`config.mk`:
```
export PLATFORM = sky130hd
export DESIGN_NAME = serial_add_sub
export DESIGN_NICKNAME = d
export VERILOG_FILES = /design/src/rtl/serial_add_sub.sv
export SDC_FILE = /design/constraint.sdc
export NUM_CORES = 1
export LEC_CHECK = 0
export CORE_MARGIN = 5
export CORE_UTILIZATION = 45
export CTS_CLUSTER_SIZE = 40
export DETAILED_ROUTE_END_ITERATION = 6
export GPL_TIMING_DRIVEN = 1
export PLACE_DENSITY = 0.75
export SLEW_MARGIN = 15
export SYNTH_ARGS = -nofsm -noshare
export SYNTH_HDL_FRONTEND = slang
export SYNTH_SLANG_ARGS = --single-unit
```
`constraint.sdc`:
```
create_clock -name clk -period 1.1 [get_ports clk]
set_input_delay 0.22 -clock clk [delete_from_list [all_inputs] [get_ports clk]]
set_output_delay 0.22 -clock clk [all_outputs]
set_load 0.02 [all_outputs]
```
`src/rtl/serial_add_sub.sv`:
```
// serial_add_sub: bit-serial adder/subtractor built around a single fullAdder cell.
// Operands are processed LSB-first, one bit per clock, WIDTH+1 cycles per operation.
// Optional signed-overflow output is enabled by defining SERIAL_ADD_SUB_OVERFLOW_EN;
// without it, overflow is tied to 0 and no overflow register is built.

// fullAdder: one-bit full adder cell, the only arithmetic element of the serial datapath.
module fullAdder (
  input  logic val1,
  input  logic val2,
  input  logic cin,
  output logic sum,
  output logic cout
);

  assign sum  = val1 ^ val2 ^ cin;
  assign cout = (val1 & val2) | (cin & (val1 ^ val2));

endmodule

module serial_add_sub #(
  parameter int WIDTH = 8
) (
  input  logic             clk,
  input  logic             rst,
  input  logic             start,
  input  logic             sub,
  input  logic [WIDTH-1:0] val1,
  input  logic [WIDTH-1:0] val2,
  output logic             busy,
  output logic             done,
  output logic [WIDTH-1:0] result,
  output logic             cout,
  output logic             overflow
);

  localparam int CW = $clog2(WIDTH);

  typedef enum logic [1:0] {
    IDLE,
    SHIFT,
    DONE
  } state_t;

  state_t           state;
  state_t           state_nxt;
  logic [WIDTH-1:0] a_reg;
  logic [WIDTH-1:0] b_reg;
  logic [WIDTH-1:0] res_reg;
  logic             carry;
  logic             cout_reg;
  logic [CW-1:0]    cnt;
  logic             fa_sum;
  logic             fa_cout;
  logic             last;
  logic             load;

  // Subtraction is done as A + ~B + 1, so the inverted operand and the
  // initial carry of 1 are prepared at load time.
  fullAdder fa (
    .val1 (a_reg[0]),
    .val2 (b_reg[0]),
    .cin  (carry),
    .sum  (fa_sum),
    .cout (fa_cout)
  );

  assign last   = (cnt == CW'(WIDTH - 1));
  assign load   = (state == IDLE) && start;
  assign busy   = (state != IDLE);
  assign done   = (state == DONE);
  assign result = res_reg;
  assign cout   = cout_reg;

  // State register; reset aborts any operation in flight.
  always_ff @(posedge clk or posedge rst) begin
    if (rst) begin
      state <= IDLE;
    end else begin
      state <= state_nxt;
    end
  end

  // Next-state logic: start only matters in IDLE, so requests while busy are dropped.
  always_comb begin
    state_nxt = state;
    case (state)
      IDLE:    if (start) state_nxt = SHIFT;
      SHIFT:   if (last) state_nxt = DONE;
      DONE:    state_nxt = IDLE;
      default: state_nxt = IDLE;
    endcase
  end

  // Datapath: latch operands at load, then shift one bit per SHIFT cycle with the sum entering the result MSB.
  always_ff @(posedge clk or posedge rst) begin
    if (rst) begin
      a_reg    <= '0;
      b_reg    <= '0;
      res_reg  <= '0;
      carry    <= 1'b0;
      cout_reg <= 1'b0;
      cnt      <= '0;
    end else if (load) begin
      a_reg    <= val1;
      b_reg    <= sub ? ~val2 : val2;
      res_reg  <= '0;
      carry    <= sub;
      cout_reg <= 1'b0;
      cnt      <= '0;
    end else if (state == SHIFT) begin
      a_reg   <= a_reg >> 1;
      b_reg   <= b_reg >> 1;
      res_reg <= {fa_sum, res_reg[WIDTH-1:1]};
      carry   <= fa_cout;
      cnt     <= cnt + 1'b1;
      if (last) cout_reg <= fa_cout;
    end
  end

`ifdef SERIAL_ADD_SUB_OVERFLOW_EN
  logic ovf_reg;

  // On the MSB step the carry register still holds the carry into the MSB, so overflow is its XOR with the carry out.
  always_ff @(posedge clk or posedge rst) begin
    if (rst) begin
      ovf_reg <= 1'b0;
    end else if (load) begin
      ovf_reg <= 1'b0;
    end else if ((state == SHIFT) && last) begin
      ovf_reg <= carry ^ fa_cout;
    end
  end

  assign overflow = ovf_reg;
`else
  assign overflow = 1'b0;
`endif

endmodule

```
# [After elaboration in Yosys (flattened, before gate mapping)]
# Index checks and enable logic that the tools add are counted.
# Widths: inputs -> output; s select.
[totals] register_bits=31 in_bits=20 output_inout_bits=12
[classes] n_addsub=1 muxes=17 reduce_logical=7 eq_ne=5 n_bitwise=6
[ops] operator="$mux 8" count=7
[ops] operator="$not 8->8" count=1
[ops] operator="$mux 3" count=2
[ops] operator="$reduce_bool 2->1" count=3
[ops] operator="$mux 1" count=5
[ops] operator="$mux 2" count=2
[ops] operator="$ne 2x2->1 const B" count=2
[ops] operator="$pmux 2 s2" count=1
[ops] operator="$reduce_and 2->1" count=2
[ops] operator="$add 3x1->3 const B" count=1
[ops] operator="$eq 3x3->1 const B" count=1
[ops] operator="$and 1x1->1" count=2
[ops] operator="$eq 2x1->1 const B" count=1
[ops] operator="$eq 2x2->1 const B" count=1
[ops] operator="$logic_not 2->1" count=1
[ops] operator="$xor 1x1->1" count=2
[ops] operator="$logic_and 1x1->1" count=1
[ops] operator="$or 1x1->1" count=1

# [Longest topological paths before layout]
# Gate-level depths: netlist of run 1.
[depth] ltp_word=6 depth_mapped=5 depth_no_buf=4

# [Hierarchy]
# From an unflattened synthesis of run 1, not the netlist that was laid out.
[hier_totals] hier_cells=149 area_unflattened_um2=1447.6
[modules_own_cells] mod="serial_add_sub" n_inst=1 area_per_inst_um2=1427.6 seq_area_each_um2=775.7 cells_each=148
[modules_own_cells] mod="fullAdder" n_inst=1 area_per_inst_um2=20.0 seq_area_each_um2=0.0 cells_each=1

# [Worst setup path before layout of run 1]
# Ideal clock, no wire load.
[synth_timing] path_type="flip-flop to flip-flop" start="register state[0]" end="register b_reg[2]" stages_incl_launch_ff=6 synth_period_minus_slack_ns=1.229 path_slack_ns=-0.129 setup_ns=0.124 arrival_ns=1.105 path_cell_list="dfrtp_1 > nor2b_2 > buf_6 > buf_2 > a22oi_1 > nand2_1"
[synth_between] elab_chain_len=3 word_cells_on_any_way=5 cone_classes="eq/ne (1); mux (1); reduce/logical (3)"
[synth_lines] element="from (decl)" line_no="44" text="state_t state;"
[synth_lines] element="from (signal assigned)" line_no="79" text="state <= state_nxt;"
[synth_lines] element="$logic_not 2->1" line_no="68" text="assign load = (state == IDLE) && start;"
[synth_lines] element="$logic_and 1x1->1" line_no="68"
[synth_lines] element="$mux 8 / $reduce_bool 2->1 (equally long branches)"
[synth_lines] element="to (signal assigned)" line_no="105" text="b_reg <= sub ? ~val2 : val2;"
[synth_lines] element="to (signal assigned)" line_no="112" text="b_reg <= b_reg >> 1;"
[synth_lines] element="to (decl)" line_no="47" text="logic [WIDTH-1:0] b_reg;"
# Several ways; a longest one is shown, not always the timed one.
# A chain may end at the register's enable or synchronous reset.

# [Final worst setup path of run 1]
[layout_timing] start="register state[1]" end="output port busy"
[layout_between] elab_chain_len=1
[layout_lines] element="$reduce_bool 2->1" line_no="69" text="assign busy = (state != IDLE);"
[layout_lines] element="to (decl)" line_no="29" text="output logic busy,"
# Every way passes these cells.

==> impl_results.md, run 1 <==
* Post-DR wirelength/cell at 14.2 microns
* Clock group share of total power at 9.7%
* Instance area after placement at 0.00197 sq mm
* Total CTS buffers at 5
* Root buf cell: clkbuf_4
* Net Switching at 2270 uW
* Final worst slack at -0.255 ns
* Drt total wl at 3.63 mm
* Warnings, synthesis at 0
* Initial antenna violation count at 0
* Core area at 0.00310 sq mm
* Worst path required time at 0.88 ns
* Final slew viol count at 0
* Die footprint at 0.00451 sq mm
* Layout Nets at 235
* Post-route ant nets at 0
* CTS tree: yes
* Main synth FF type: dfrtp_1
* Failing checks: negative setup slack
* Tcrit/Tclk final at 123%
* Initial DRC Count at 75
* Sequential power share at 32.7%
* Synth top area cells: dfrtp_1, nand2_1, o21ai_0, xor2_1, mux2i_1
* Post-DP HPWL at 2.27 mm
* Vias in the first global route at 1325
* Crit-path max cell delay at 0.43 ns
* Placed Cells incl. Taps at 235
* Flop-to-flop setup slack at -0.25 ns
* Flops & latches, synth at 31
* Post-CTS Hold Buffers at 0
* Post-route insts no fill at 255
* Diodes inserted at 0
* Post-route cell area at 0.00229 sq mm
* Die H at 67.2 microns
* Layout Skew at 0.00325 ns
* Row Count at 20
* Seq/Total Area, Yosys at 52.7%
* Worst skew pair latency at 0.32 ns
* R2r startpoint: state[1]
* CP delay by family, top: flip-flops
* GRT overflow at 0
* First-pass GRT wire length at 6.01 mm
* Max Cap Viol at 0
* Sinks on Clock Net at 31
* Pwr per Cell Area at 2600 mW/mm^2
* CP max-delay cell: dfrtp_2
* Area leader, netlist: dfrtp_1
* Top-count cell post-synth: nand2_1
* Peak Freq at 738 MHz
* Worst path cell trace: or2_4 -> buf_6
* Setup violations, final at 32
* Total number of vias at 1292
* CP Max Fanout at 4
* Crit path arrival time at 1.14 ns
* H-tree levels at 2
* Share of cells above drive strength 1 at 41.2%
* RSZ-0062 raised after global routing: yes
* Die X-Extent at 67.2 microns
* Type of origin of the critical path: flop
* Vias/cell at 5.07
* Initial Util at 47.4%
* Total GRT Usage at 18.1%
* CP endpoint kind: primary output
* Static leakage at 0.00108 uW
* Combinational fraction of design power at 57.6%
* Top-area cell type share of the netlist area at 52.7%
* First-pass DRT Iterations at 4
* Outcome: finished, violations left
* Post-synthesis cell type count at 28
* DRC errors left at 0
* Port bufs at 30
* Clock Path Buffers at 2
* Final hold vios at 0
* Syn_nets at 171
* Post-route minimum period at 1.36 ns
* Sw frac at 38.2%
* Num ports at 32
* Async SR Flop Fraction at 100%
* Worst Setup SP: state[1]
* Crit path kind: flop to primary output
* Synth Instances at 148
* Internal power at 3680 uW
* Synth top cells by count: nand2_1, dfrtp_1, o21ai_0
* Avg Synthesized Cell Area at 9.94 sq um
* Synthesized cell area at 0.00147 sq mm
* Max IR drop VDD at 0.00128 V
* Sum of buffers and inverters on the critical path at 1
* Clock transition at path regs at 0.09 ns
* Post-synth EDFFs at 0
* Worst min path class: input port to asynchronous set/reset pin
* Gp weighted congestion at 0.736
* Synthesis-to-layout area growth at 55.8%
* Pin count of the biggest net entering global routing at 32
-- logic make-up (layout without fill, tap and decap cells) --
| family | Yosys count | in the layout | synth area share [%] |
|---|---|---|---|
| AO/OA/AOI/OAI | 32 | 32 | 13.8 |
| XOR/XNOR | 8 | 8 | 4.76 |
| adder cells (fa/ha/maj) | 3 | 3 | 3.06 |
| buffers and inverters | 14 | 77 | 5.78 |
| flip-flops | 31 | 31 | 52.7 |
| multiplexers | 6 | 6 | 4.08 |
| other | 1 | 1 | 0.255 |
| AND/OR/NAND/NOR | 53 | 53 | 15.6 |
-- timing repair --
item,CTS,global route
setup endpoints to repair,41,41
resized for setup,87,22
pin swaps,11,10
setup buffers,7,5
cloned,2,0
-- power groups by stage --
stage          combinational [uW]  sequential (uW)  clock [uW]
3_5_place_dp                 2550             1900           0
2_1_floorplan                1470             2020           0
6_report                     3430             1950         578
4_1_cts                      3040             1890         596
3_3_place_gp                 2440             1870           0
5_1_grt                      3720             2010         641
-- metal layers --
layer / wire length [microns] / GRT usage, % / vias to the layer above
met3: 143 / 5.82 / 10
met5: 0 / 0 / -
met1: 1380 / 20.3 / 628
met4: 102 / 9.62 / 0
li1: - / - / 618
met2: 2010 / 30.6 / 36
-- layout make-up --
| class | count | area, sq um |
|---|---|---|
| inverters | 4 | 15.0 |
| fillers | 219 | 811 |
| flip-flops and latches | 31 | 777 |
| multi-input cells | 103 | 741 |
| well taps | 44 | 55.1 |
| repair buffers | 67 | 663 |
| clock buffers | 6 | 41.3 |
-- cells in the final DEF (no fill, tap or decap), types with 2 or more instances in the layout --
master | Yosys | routed
buf_8 | 1 | 2
o21ai_2 | 0 | 6
buf_6 | 1 | 20
nand2_2 | 0 | 7
a22oi_2 | 0 | 8
clkdlybuf4s50_1 | 0 | 19
clkbuf_4 | 0 | 5
o21ai_1 | 4 | 12
ha_2 | 0 | 2
xor2_1 | 8 | 8
dfrtp_1 | 31 | 30
buf_12 | 0 | 2
inv_1 | 4 | 4
nand2_1 | 46 | 39
buf_4 | 2 | 23
mux2i_1 | 6 | 4
-- through the flow --
step	utilization (%)	hold WS, ns	setup TNS, ns	setup WS [ns]	power (uW)
2_1_floorplan	-	0.323	-2.18	-0.0902	3490
3_3_place_gp	63.3	0.458	-9.99	-0.339	4310
3_5_place_dp	63.3	0.466	-11.37	-0.386	4450
4_1_cts	70.1	0.218	-6.92	-0.265	5530
5_1_grt	73.9	0.241	-8.82	-0.321	6370
6_report	73.9	0.220	-6.45	-0.255	5950
-- worst reg2reg max path: stages (launching register included) --
cell	delay (ns)
dfrtp_2	0.43
buf_4	0.15
nor2b_4	0.15
buf_12	0.18
mux2i_2	0.26
o21ai_2	0.08
-- worst paths after layout --
kind / to / cells after the start
hold reg to reg: a_reg[5] / 2
setup / recovery: busy / 2
max in group asynchronous: state[1] / 3
min in group clk: a_reg[7] / 3
hold / removal: carry / 3
setup reg to reg: b_reg[5] / 5
Note: power is estimated with default switching activity, not from simulation.
==> inputs of run 2 (changes only) <==
--- a/config.mk
+++ b/config.mk
@@ -6,12 +6,13 @@
 export NUM_CORES = 1
 export LEC_CHECK = 0
 export CORE_MARGIN = 5
-export CORE_UTILIZATION = 45
+export CORE_UTILIZATION = 49
 export CTS_CLUSTER_SIZE = 40
 export DETAILED_ROUTE_END_ITERATION = 6
 export GPL_TIMING_DRIVEN = 1
-export PLACE_DENSITY = 0.75
+export PLACE_DENSITY = 0.78
 export SLEW_MARGIN = 15
 export SYNTH_ARGS = -nofsm -noshare
 export SYNTH_HDL_FRONTEND = slang
+export SYNTH_HIERARCHICAL = 1
 export SYNTH_SLANG_ARGS = --single-unit
==> constraint.sdc (replaced) <==
create_clock -name clk -period 1.5 [get_ports clk]
set_input_delay 0.3 -clock clk [delete_from_list [all_inputs] [get_ports clk]]
set_output_delay 0.3 -clock clk [all_outputs]
set_load 0.02 [all_outputs]
==> impl_results.md, run 2 <==
* Outcome: completed
* Synthesized cell area at 0.00145 sq mm (-1.6%)
* CP endpoint kind: primary output
* Gp weighted congestion at 0.750 (+1.8%)
* Layout Skew at 0.00492 ns (+0.00167 ns)
* Post-synthesis cell type count at 28 (unchanged)
* Post-route cell area at 0.00188 sq mm (-18%)
* Peak Freq at 686 MHz
* Synth top area cells: dfrtp_1, nand2_1, nand3_1, a22oi_1, xnor2_1
* Most frequent cells in the layout: nand2_1, dfrtp_1, clkdlybuf4s50_1, buf_4, nand3_1
* Initial antenna violation count at 0 (unchanged)
* First-pass DRT Iterations at 4 (unchanged)
* Commonest non-fill, non-tap cell in the layout: nand2_1
* Initial DRC Count at 90 (+20%)
* Final hold vios at 0 (unchanged)
* Share of cells above drive strength 1 at 16.3% (-25 points)
* Worst path required time at 1.20 ns (+0.32 ns)
* Clock transition at path regs at 0.09 ns (about the same)
* Area leader, netlist: dfrtp_1
* CP Max Fanout at 4 (unchanged)
* Final slew viol count at 0 (unchanged)
* Pwr per Cell Area at 1900 mW/mm^2 (-27%)
* Fillers at 241 (+10%)
* Drt total wl at 3.26 mm (-10%)
* Seq/Total Area, Yosys at 53.6% (+0.87 points)
* H-tree levels at 2 (unchanged)
* Top-count cell post-synth: nand2_1
* Layout Nets at 213 (-9.4%)
* Post-DP HPWL at 2.45 mm (+8.3%)
* Warnings, synthesis at 6 (+6)
* Post-DR wirelength/cell at 14.7 microns (+3.5%)
* FF-to-FF path depth at 5 (unchanged)
* Row Count at 19 (-5.0%)
* Main synth FF type: dfrtp_1
* Worst skew pair latency at 0.33 ns (about the same)
* GRT overflow at 0 (unchanged)
* Async SR Flop Fraction at 100% (unchanged)
* Port bufs at 30 (unchanged)
* Synthesis-to-layout area growth at 30.2%
* Design Power at 3570 uW (-40%)
* Post-synth EDFFs at 0 (unchanged)
* Crit path kind: flop to primary output
* Worst min path class: input port to asynchronous set/reset pin
* Tcrit/Tclk final at 97.1%
* Num ports at 32 (unchanged)
* Crit path arrival time at 1.16 ns (+0.02 ns)
* Instance area after placement at 0.00183 sq mm (-7.1%)
* Flops & latches, synth at 31 (unchanged)
* Sinks on Clock Net at 31 (unchanged)
* CTS tree: yes
* Layout Utilization at 67.2% (-6.7 points)
* Post-CTS Hold Buffers at 0 (unchanged)
* Dpl ws at -0.252 ns (+0.134 ns)
* Flop-to-flop setup slack at 0.05 ns (+0.30 ns)
* Pin count of the biggest net entering global routing at 32 (unchanged)
* Setup violations, final at 0 (-100%)
* Diodes inserted at 0 (unchanged)
* Max IR drop VDD at 0.000997 V (-22%)
* Synth Instances at 149 (+0.68%)
* Die H at 64.4 microns (-4.2%)
* Die footprint at 0.00414 sq mm (-8.2%)
* Die X-Extent at 64.4 microns (-4.2%)
* Core area at 0.00281 sq mm (-9.6%)
* Total number of vias at 1181 (-8.6%)
* Worst Setup SP: state[0]
* Setup_tns at 0 ns (+6.45 ns)
* Post-route ant nets at 0 (unchanged)
* Vias in the first global route at 1304 (-1.6%)
* DRC errors left at 0 (unchanged)
* Synth top cells by count: nand2_1, dfrtp_1, nand3_1
* First-pass GRT wire length at 5.68 mm (-5.5%)
* Static leakage at 0.000946 uW (-12%)
* Vias/cell at 5.34 (+5.5%)
* Root buf cell: clkbuf_4
* Final worst slack at 0.0433 ns (+0.299 ns)
* Total GRT Usage at 18.3% (+0.15 points)
* Initial Util at 51.6% (+4.2 points)
* Max Cap Viol at 0 (unchanged)
* Avg Synthesized Cell Area at 9.72 sq um (-2.3%)
* Top-area cell type share of the netlist area at 53.6% (+0.87 points)
* Post-route minimum period at 1.46 ns
* R2r startpoint: state[1]
* Crit-path max cell delay at 0.44 ns (about the same)
* Type of origin of the critical path: flop
* Clock Path Buffers at 2 (unchanged)
* Syn_nets at 172 (+0.58%)
* R2r endpoint: b_reg[1]
* Worst path cell trace: or2_4 -> buf_6
* CP max-delay cell: dfrtp_2
* Total CTS buffers at 5 (unchanged)
-- run 2: changes by cell type in the layout (fill, tap and decap cells not counted), sizes merged, moves of 6 or more --
| cell | delta |
|---|---|
| mux2i | -6 |
| nor2 | +7 |
| o21ai | -14 |
| buf | -31 |
| nand3 | +13 |
| dlygate4sd2 | +9 |
-- run 2: metal layers --
metal / vias to the layer above / GRT usage [%] / routed length, microns
met5: - / 0 / 0
met4: 0 / 9.50 / 52
met3: 5 / 5.25 / 160
met2: 28 / 33.1 / 1740
li1: 576 / - / -
met1: 572 / 19.0 / 1300
-- run 2: critical path, delay by kind of cell (launching register included) --
| kind | cells | cell delay (ns) |
|---|---|---|
| DFF | 1 | 0.44 |
| and+or+nand+nor | 1 | 0.26 |
| buffers and inverters | 1 | 0.13 |
-- run 2: logic make-up after synthesis --
| logic type | share of synthesized area (%) |
|---|---|
| AND/OR/NAND/NOR | 21.6 |
| AO/OA/AOI/OAI | 10.7 |
| other | 0.259 |
| flip-flops | 53.6 |
| buffers and inverters | 5.88 |
| XOR/XNOR | 4.84 |
| adder cells (fa/ha/maj) | 3.11 |
-- run 2: final cells by class --
| class | count | area, sq um | area share, % |
|---|---|---|---|
| clock inverters | 1 | 5.00 | 0.266 |
| multi-input cells | 105 | 594 | 31.5 |
| clock buffers | 6 | 51.3 | 2.72 |
| inverters | 2 | 7.51 | 0.398 |
| flip-flops and latches | 31 | 777 | 41.2 |
| repair buffers | 45 | 410 | 21.8 |
| well taps | 31 | 38.8 | 2.06 |
-- run 2: worst max path at each step --
| stage | end | slack, ns | depth (start not counted) |
|---|---|---|---|
| global route | b_reg[2] | -0.005 | 5 |
| detailed placement | b_reg[2] | -0.25 | 5 |
| finish | busy | 0.04 | 2 |
| global placement | b_reg[1] | -0.15 | 5 |
| floorplan | b_reg[0] | 0.19 | 5 |
| CTS | busy | -0.05 | 2 |
-- run 2: timing repair --
action / CTS / global route
gates resized for setup: 18 / 5
setup endpoints to repair: 11 / 4
buffers inserted: 1 / 0
-- run 2: per-stage QoR --
| step | std cells | hold slack [ns] |
|---|---|---|
| after global routing | 221 | 0.401 |
| final | 221 | 0.344 |
| after floorplan | 149 | 0.404 |
| after CTS | 221 | 0.338 |
| after detailed placement | 213 | 0.465 |
| after global placement | 213 | 0.461 |
-- run 2: where the power goes --
part | switching (uW) | internal, uW | leakage (uW)
clock network | 279 | 217 | 0.0000341
logic | 910 | 731 | 0.000516
registers | 236 | 1200 | 0.000396
total | 1420 | 2150 | 0.000946
==> inputs of run 3 (changes only) <==
--- a/config.mk
+++ b/config.mk
@@ -6,11 +6,11 @@
 export NUM_CORES = 1
 export LEC_CHECK = 0
 export CORE_MARGIN = 5
-export CORE_UTILIZATION = 49
+export CORE_UTILIZATION = 53
 export CTS_CLUSTER_SIZE = 40
 export DETAILED_ROUTE_END_ITERATION = 6
 export GPL_TIMING_DRIVEN = 1
-export PLACE_DENSITY = 0.78
+export PLACE_DENSITY = 0.83
 export SLEW_MARGIN = 15
 export SYNTH_ARGS = -nofsm -noshare
 export SYNTH_HDL_FRONTEND = slang
==> constraint.sdc (replaced) <==
create_clock -name clk -period 1.8 [get_ports clk]
set_input_delay 0.36 -clock clk [delete_from_list [all_inputs] [get_ports clk]]
set_output_delay 0.36 -clock clk [all_outputs]
set_load 0.02 [all_outputs]
==> impl_results.md, run 3 (synthesis results as in run 2) <==
* Share of cells above drive strength 1 at 12.4% (-3.9 points)
* Most frequent cells in the layout: nand2_1, dfrtp_1, clkdlybuf4s50_1, nand3_1
* Worst path required time at 1.44 ns (+0.24 ns)
* Port bufs at 30 (unchanged)
* Setup_tns at 0 ns (unchanged)
* R2r endpoint: b_reg[2]
* Relative slew slack at 55.0%
* WP depth at 2 (unchanged)
* Design Power at 3090 uW (-14%)
* Worst path cell trace: or2_2 -> dlygate4sd2_1
* CP Max Fanout at 3 (-1)
* Initial Util at 53.9% (+2.3 points)
* Total CTS buffers at 5 (unchanged)
* Diodes inserted at 0 (unchanged)
* Placed Cells incl. Taps at 205 (-3.8%)
* Setup violations, final at 0 (unchanged)
* Post-DR wirelength/cell at 14.0 microns (-4.9%)
* Worst Setup EP: busy
* Total number of vias at 1178 (-0.25%)
* Gp weighted congestion at 0.744 (-0.73%)
* Die footprint at 0.00388 sq mm (-6.4%)
* Crit-path max cell delay at 0.42 ns (-0.02 ns)
* Worst min path class: input port to asynchronous set/reset pin
* Static leakage at 0.000903 uW (-4.6%)
* Worst slew pin tran at 0.675 ns
* Num ports at 32 (unchanged)
* Peak Freq at 582 MHz
* Die H at 62.3 microns (-3.3%)
* Layout Skew at 0.00557 ns (+0.000649 ns)
* Pwr per Cell Area at 1650 mW/mm^2 (-13%)
* Post-route ant nets at 0 (unchanged)
* Type of origin of the critical path: flop
* Max IR drop VDD at 0.00124 V (+25%)
* First-pass DRT Iterations at 4 (unchanged)
* Clock Path Buffers at 2 (unchanged)
* Final slew viol count at 0 (unchanged)
* Crit path arrival time at 1.36 ns (+0.20 ns)
* H-tree levels at 2 (unchanged)
* GRT overflow at 0 (unchanged)
* Crit path kind: flop to primary output
* Layout Utilization at 69.8% (+2.6 points)
* Sinks on Clock Net at 31 (unchanged)
* Outcome: completed
* Row Count at 19 (unchanged)
* Die X-Extent at 62.3 microns (-3.3%)
* Final hold vios at 0 (unchanged)
* Pin count of the biggest net entering global routing at 32 (unchanged)
* Post-route insts no fill at 216 (-2.3%)
* Synthesis-to-layout area growth at 29.6%
* Initial antenna violation count at 0 (unchanged)
* Sum of buffers and inverters on the critical path at 1 (unchanged)
* Post-route minimum period at 1.72 ns
* Vias in the first global route at 1196 (-8.3%)
* Flop-to-flop setup slack at 0.33 ns (+0.28 ns)
* CP max-delay cell: dfrtp_2
* CP delay by family, top: flip-flops
* Fillers at 202 (-16%)
* Vias/cell at 5.45 (+2.1%)
* Tcrit/Tclk final at 95.5%
* Root buf cell: clkbuf_4
* First-pass GRT wire length at 5.36 mm (-5.6%)
* FF-to-FF path depth at 5 (unchanged)
* RSZ-0062 raised after global routing: no
* Worst Setup SP: state[0]
* Initial DRC Count at 57 (-37%)
* DRC errors left at 0 (unchanged)
* Worst skew pair latency at 0.33 ns (about the same)
* R2r startpoint: state[0]
* Max Cap Viol at 0 (unchanged)
* Total GRT Usage at 17.1% (-1.2 points)
* Drt total wl at 3.03 mm (-7.0%)
* Layout Nets at 207 (-2.8%)
* CTS tree: yes
* Core area at 0.00269 sq mm (-4.2%)
* Clock transition at path regs at 0.10 ns (about the same)
* Post-DP HPWL at 2.12 mm (-13%)
* CP endpoint kind: primary output
* Commonest non-fill, non-tap cell in the layout: nand2_1
[run 3: cell types whose count changed in the layout (fill, tap and decap cells not counted), sizes merged]
cell / before / now
bufinv: 0 / 1
clkdlybuf4s50: 19 / 28
buf: 17 / 9
dlygate4sd2: 9 / 2
[run 3: tightest hold or removal path, stage by stage]
cell             delay (ns)
clkdlybuf4s50_1        0.39
inv_1                  0.05
buf_4                  0.34
[run 3: metal layers]
layer  vias to the layer above  share of wire [%]  GRT usage, %
li1                        565                  -             -
met5                         -                  0             0
met4                         0                2.9          8.75
met2                        39                 50          28.8
met3                        10                5.7          5.05
met1                       564                 41          19.4
[run 3: worst min path at each step]
stage / slack [ns] / to / cells after the start / from
6_report: 0.39 / carry / 3 / rst
5_1_grt: 0.45 / carry / 3 / rst
4_1_cts: 0.40 / carry / 3 / rst
3_5_place_dp: 0.46 / a_reg[1] / 2 / a_reg[1]
3_3_place_gp: 0.46 / a_reg[1] / 2 / a_reg[1]
2_1_floorplan: 0.45 / a_reg[1] / 2 / a_reg[1]
[run 3: layout make-up]
class,count,area [sq um],share of cell area [%]
Sequential cell,31,778,41.5
Timing Repair Buffer,39,378,20.1
Clock buffer,6,51.3,2.74
Tap cell,31,38.8,2.07
Clock inverter,2,35.0,1.87
Inverter,2,7.51,0.400
Multi-Input combinational cell,105,587,31.3
[run 3: repair_timing]
action,CTS,global route
setup endpoints to repair,2,1
resized for setup,2,2
hold buffers,0,0
buffers inserted,0,3
[run 3: metrics by stage]
stage / cell area, sq um / setup WS [ns] / hold slack [ns]
final: 1880 / 0.0815 / 0.387
after global routing: 1880 / 0.0315 / 0.450
after CTS: 1850 / 0.0211 / 0.403
after detailed placement: 1770 / 0.0521 / 0.463
after global placement: 1770 / 0.0950 / 0.461
after floorplan: 1450 / 0.493 / 0.447
[run 3: report_power, final]
group | switching [uW] | internal [uW]
combinational | 720 | 591
sequential | 196 | 1000
clock | 251 | 328
